==> config.mk <==
export PLATFORM = sky130hd
export DESIGN_NAME = poly_wave_gen
export DESIGN_NICKNAME = d
export VERILOG_FILES = /design/src/rtl/poly_wave_gen.sv
export SDC_FILE = /design/constraint.sdc
export NUM_CORES = 1
export LEC_CHECK = 0
export ABC_CLOCK_PERIOD_IN_PS = 2600
export CAP_MARGIN = 0
export CORE_MARGIN = 2
export CORE_UTILIZATION = 37
export DETAILED_ROUTE_END_ITERATION = 8
export HOLD_SLACK_MARGIN = 0.02
export PLACE_DENSITY = 0.57
export SLEW_MARGIN = 20
export SYNTH_ARGS = -nofsm -noshare
export SYNTH_HDL_FRONTEND = slang
export SYNTH_SLANG_ARGS = --single-unit
==> constraint.sdc <==
create_clock -name Clock -period 2.6 [get_ports Clock]
set_input_delay 0.52 -clock Clock [delete_from_list [all_inputs] [get_ports Clock]]
set_output_delay 0.52 -clock Clock [all_outputs]
set_load 0.01 [all_outputs]
==> src/rtl/poly_wave_gen.sv <==
// poly_wave_gen: bank of phase-accumulator oscillators with per-channel shaping,
// run-time frequency/type writes and an averaging mixer (Phase -> Sample -> Waveform).
module poly_wave_gen #(
  parameter int WAVE_DEPTH = 8,
  parameter int CHANNELS   = 4,
  parameter int CH_BITS    = 2,
  parameter int ACC_WIDTH  = 16,
  parameter int FREQ_WIDTH = 16
) (
  input  logic                  Clock,
  input  logic                  Reset,
  input  logic                  WriteEn,
  input  logic [CH_BITS-1:0]    WriteChannel,
  input  logic [FREQ_WIDTH-1:0] WriteFreq,
  input  logic [1:0]            WriteType,
  input  logic                  PhaseSync,
  output logic [WAVE_DEPTH-1:0] Waveform
);
  localparam int SW = WAVE_DEPTH + CH_BITS;
  logic [FREQ_WIDTH-1:0] freq_q   [CHANNELS];
  logic [FREQ_WIDTH-1:0] freq_d   [CHANNELS];
  logic [1:0]            wtype_q  [CHANNELS];
  logic [1:0]            wtype_d  [CHANNELS];
  logic [ACC_WIDTH-1:0]  phase_q  [CHANNELS];
  logic [ACC_WIDTH-1:0]  phase_d  [CHANNELS];
  logic [WAVE_DEPTH-1:0] sample_q [CHANNELS];
  logic [WAVE_DEPTH-1:0] sample_d [CHANNELS];
  logic [WAVE_DEPTH-1:0] waveform_q, waveform_d, p, t;
  logic [SW-1:0]         sum;
  always_comb begin
    freq_d  = freq_q;
    wtype_d = wtype_q;
    p       = '0;
    t       = '0;
    sum     = '0;
    for (int c = 0; c < CHANNELS; c++) begin
      // accumulation uses the pre-write Freq, so the new word takes effect one edge later
      phase_d[c] = PhaseSync ? '0 : phase_q[c] + ACC_WIDTH'(freq_q[c]);
      if (WriteEn && WriteChannel == CH_BITS'(c)) begin
        freq_d[c]  = WriteFreq;
        wtype_d[c] = WriteType;
      end
      p = phase_q[c][ACC_WIDTH-1 -: WAVE_DEPTH];
      t = {p[WAVE_DEPTH-2:0], 1'b0};
      sample_d[c] = wtype_q[c] == 2'd0 ? '0 :
                    wtype_q[c] == 2'd1 ? {WAVE_DEPTH{p[WAVE_DEPTH-1]}} :
                    wtype_q[c] == 2'd2 ? p :
                    p[WAVE_DEPTH-1] ? ~t : t;
      sum = sum + SW'(sample_q[c]);
    end
    waveform_d = sum[SW-1:CH_BITS];
  end
  always_ff @(posedge Clock or negedge Reset) begin
    if (!Reset) begin
      freq_q     <= '{default: '0};
      wtype_q    <= '{default: '0};
      phase_q    <= '{default: '0};
      sample_q   <= '{default: '0};
      waveform_q <= '0;
    end else begin
      freq_q     <= freq_d;
      wtype_q    <= wtype_d;
      phase_q    <= phase_d;
      sample_q   <= sample_d;
      waveform_q <= waveform_d;
    end
  end
  assign Waveform = waveform_q;
endmodule

======== Word level (Yosys, flattened, before mapping) ========
Index checks and enable logic that the tools add are counted.
word-level totals
  register bits ........................... 176
  latch bits .............................. 0
  memory bits (writable) .................. 0
  bits in read-only memories .............. 0
  bits of input ports ..................... 24
  output and inout port bits .............. 8
  word-level logic and storage cells ...... 68
  memories kept ........................... 0
operators by class
  $add $sub $neg .......................... 7
  multiply operators ...................... 0
  div/mod/pow operators ................... 0
  magnitude comparators ................... 0
  equal/unequal tests ..................... 11
  shifts and indexed selects .............. 0
  muxes and demuxes ....................... 20
  bitwise operators ....................... 4
  reduce and logical (&&, ||, !) cells .... 9
operators with widths
  cell                                                 count
  two-way mux 8 bit                                    16
  adder 16 bit                                         4
  two-way mux 16 bit                                   4
  NOT 8 bit                                            4
  equality test 2 bit, second input constant           6
  adder 10 x 8 -> 10 bit                               1
  adder 9 x 8 -> 10 bit                                1
  equality test 2 x 1 -> 1 bit, second input constant  5
  zero test 2 bit                                      5
  adder 8 x 8 -> 9 bit                                 1
  logical AND 1 bit                                    4

======== Longest topological paths before layout ========
  depth in word-level cells ............... 5
  depth in mapped cells ................... 11
  mapped depth without buffers ............ 11

======== Worst setup path before layout ========
OpenSTA, ideal clock, no wires.
  path kind ............................... register to register
  start ................................... register sample_q[1] (netlist bit)
  end ..................................... register waveform_q[5], in the netlist Waveform[5]
  setup time .............................. 80 ps
  arrival time ............................ 2736 ps
  required time ........................... 2520 ps
  slack ................................... -216 ps
  cell stages (with the launch flop) ...... 12
  buffers on the path ..................... 0
  clock period less this slack ............ 2816 ps
  cell sequence ........................... dfrtp_1 > inv_1 > fa_1 > inv_1 > fa_1 > and3b_1 > fa_1 > a21o_1 > a21oi_1 > o21bai_1 > a21oi_1 > xnor2_1
on the way
  cells in the longest elaborated chain, start to end .. 1
RTL lines
  element                   RTL line  source
  start: declaration        26        logic [WAVE_DEPTH-1:0] sample_q [CHANNELS];
  start signal: assignment  64        sample_q <= sample_d;
  adder 10 x 8 -> 10 bit    49        sum = sum + SW'(sample_q[c]);
  via sum[7]                29        logic [SW-1:0] sum;
  end signal: assignment    65        waveform_q <= waveform_d;
  end: declaration          28        logic [WAVE_DEPTH-1:0] waveform_q, waveform_d, p, t;
The timed path passes the listed nets, and every way through them passes these cells.
A chain may end at the register's enable or synchronous reset.

======== Worst setup path in the final report ========
Same ends and word-level chain as after synthesis.

==> flow_summary.ini <==
[floorplanning]
die_area_mm2 = 0.0286
initial_core_util_pct = 37.6
rows = 60
dieHeight_um = 169
fp.dieW_um = 169
core-area_mm2 = 0.0269
ioPinCount = 32

[setup_path]
r2r_cells = 11
arrival_ns = 3.07
crit_type = reg2reg
critPathSlowestCell = fa_1
r2r_slack_ns = -0.12
r2r_start = sample_q[1]
crit_family = adder cells
cp-end-kind = flip-flop
cp.required_ns = 2.95
cp-start-kind = flip-flop
path_max_fanout = 3
critPathMostFrequentCell = fa_1
cp_num_buf_inv = 2
cp_cell_sequence = inv_2 -> fa_1 -> inv_1 -> fa_1 -> and3b_2 -> fa_2 -> a21o_1 -> a21oi_2 -> o21bai_1 -> a21oi_1 -> xnor2_1
cpPeakStageDelay_ns = 0.52
worstReg2RegEnd = Waveform[5]

[cts]
path_clk_slew_ns = 0.07
clk_latency_ns = 0.43
root_buffer = clkbuf_16
cts_buffers = 17
tritoncts = done
htreeDepth = 4
cts_sinks = 176
cts_buffer_depth = 2

[yosys]
synth-main-ff-cell = dfrtp_1
ys_seq_area_share_pct = 43.6
synth_cells = 979
ys_warn_count = 0
synth_area_leaders = dfrtp_1 (44%), mux2_2 (9.5%), ha_1 (8.3%), a21oi_1 (4.2%), fa_1 (4.0%)
yosysTopAreaCell = dfrtp_1
synth_enable_flop_cells = 0
avgSynthCellArea_um2 = 10.3
synth_cell_types = 56
synth_seq_cells = 176
synth_fp_nets = 1090
synth_top_area_share_pct = 43.6
ys_async_sr_fraction_pct = 100
synthesis.area_mm2 = 0.0101

[sta]
slew_headroom_pct = 58.2
finalCriticalPeriod_ns = 2.72
finalHoldViolCount = 0
worst_slack_ns = -0.118
clock_skew_ns = 0.0147
fin_crit_sh_pct = 105
fmax_mhz = 368
tns_ns = -0.177
rsz0062_at_grt = true
finalSetupViolCount = 2
tightest_slew_ns = 0.627
final_max_slew_viol_count = 0

[routing]
drc_errors = 0
wl_um = 21600
via_per_inst = 5.13
via_count = 7019
first_pass_iters = 4
avgRoutedWirePerCell_um = 15.8
first_iter_violations = 279
ant_nets = 0

[global_route]
grt-ovfl-total = 0
grt_max_degree = 61
grt_pass1_vias = 6836
grt_pass1_wl_um = 36000
grtUsageTotal_pct = 16.0
antenna_found_initial = 0

[placement]
post-dp-hpwl_um = 16000
io_buffers = 31
gp_congestion = 0.831

[outcome]
status = finished with violations
failed_checks = negative setup slack

[power_and_ir_drop]
vdd.ir_drop.worst_mv = 0.373
power.leakage_nw = 5.41
powerDensity_mw_per_mm2 = 1190

[layout]
layout-drive-gt1-share_pct = 15.7
finish.utilization_pct = 43.1
area_growth_pct = 14.5
nets = 1127
antennaDiodeCount = 0

[job]
cap_viol_max_count = 0

[worst_hold_path]
hold_class = in2async
## worst max path at each step
stage          slack [ns]  depth (start not counted)           to         from
2_1_floorplan       -0.02                         11  Waveform[5]  sample_q[1]
3_3_place_gp        -0.06                         11  Waveform[5]  sample_q[1]
3_5_place_dp        -0.10                         11  Waveform[5]  sample_q[1]
4_1_cts             -0.10                         11  Waveform[5]  sample_q[1]
5_1_grt             -0.25                         11  Waveform[5]  sample_q[1]
6_report            -0.12                         11  Waveform[5]  sample_q[1]
## power by group
group          switching (W)  internal, W  leakage (nW)
Combinational        0.00360      0.00310          2.90
Sequential          0.000627      0.00364          2.20
Clock                0.00114      0.00165         0.308
## cell type report
| class | count | area [µm²] |
|---|---|---|
| fill | 2615 | 15300 |
| multi-input combinational | 693 | 5320 |
| inverter | 79 | 297 |
| clock buffer | 18 | 439 |
| tap | 341 | 427 |
| sequential | 176 | 4400 |
| timing repair buffer | 49 | 492 |
| clock inverter | 13 | 198 |
## worst register-to-register path, cell delays in order (launching register included)
cell      delay (ns)
dfrtp_1         0.34
inv_2           0.04
fa_1            0.52
inv_1           0.05
fa_1            0.41
and3b_2         0.22
fa_2            0.35
a21o_1          0.17
a21oi_2         0.17
o21bai_1        0.09
a21oi_1         0.16
xnor2_1         0.13
## state kept, by name, indices dropped and copies added, names as in the netlist
name,cells
sample_q,32
wtype_q,8
freq_q,64
Waveform,8
p,8
phase_q,56
## Yosys cell counts (all sizes together), types with 4 or more instances
master,number
a31oi,4
xor2,15
fa,20
clkbuf,27
nor3,12
nand4,12
a221oi,7
nor2b,28
inv,79
a31o,4
nor2,66
dfrtp,176
nand3,12
a211oi,4
xnor2,26
o21ai,60
o21bai,4
o211ai,12
and3,8
buf,4
or3,4
ha,67
o21a,4
a21oi,84
nand2,69
a32o,4
a21o,43
mux2,88
and4,4
## stage by stage
stage / total power, W / worst slack (ns) / cell area, µm² / cells / hold WS [ns]
2_1_floorplan: 0.00931 / -0.0235 / 10100 / 979 / 0.224
3_3_place_gp: 0.0108 / -0.0625 / 10900 / 1337 / 0.499
3_5_place_dp: 0.0109 / -0.102 / 10900 / 1337 / 0.504
4_1_cts: 0.0138 / -0.102 / 11500 / 1368 / 0.111
5_1_grt: 0.0150 / -0.247 / 11600 / 1369 / 0.135
6_report: 0.0138 / -0.118 / 11600 / 1369 / 0.0930
## logic make-up after synthesis
logic type	synth area share (%)
AOI/OAI and AO/OA	15.9
xor gates and xnor gates	3.55
adders and majority gates	12.3
buffers and inverters	4.10
DFF	43.6
muxes	9.81
and+or+nand+nor	10.8
## metal layers
metal / wire, µm / part of all wire [%] / GRT usage, % / up-vias
li1: - / - / - / 3512
met1: 11000 / 51 / 22.8 / 3415
met5: 0 / 0 / 0 / -
met2: 9890 / 46 / 25.7 / 81
met4: 187 / 0.87 / 3.79 / 0
met3: 507 / 2.3 / 2.31 / 11
## timing repair
item	CTS	global route
resized for setup	0	6
buffers inserted	0	1
endpoints found under the hold margin	0	0
setup endpoints to repair	2	7
pin swaps	0	2
hold buffers	0	0
## cells in the final DEF (no fill, tap or decap), types with 14 or more instances in the layout
cell / count
a21oi_1: 83
dfrtp_1: 176
xnor2_1: 25
inv_1: 78
nor2b_1: 28
ha_1: 67
nor2_1: 66
mux2_2: 85
buf_4: 14
o21ai_0: 57
clkbuf_16: 17
clkdlybuf4s50_1: 29
a21o_1: 43
fa_1: 18
xor2_1: 15
nand2_1: 69
No activity file was read; power rests on OpenSTA's default activity.
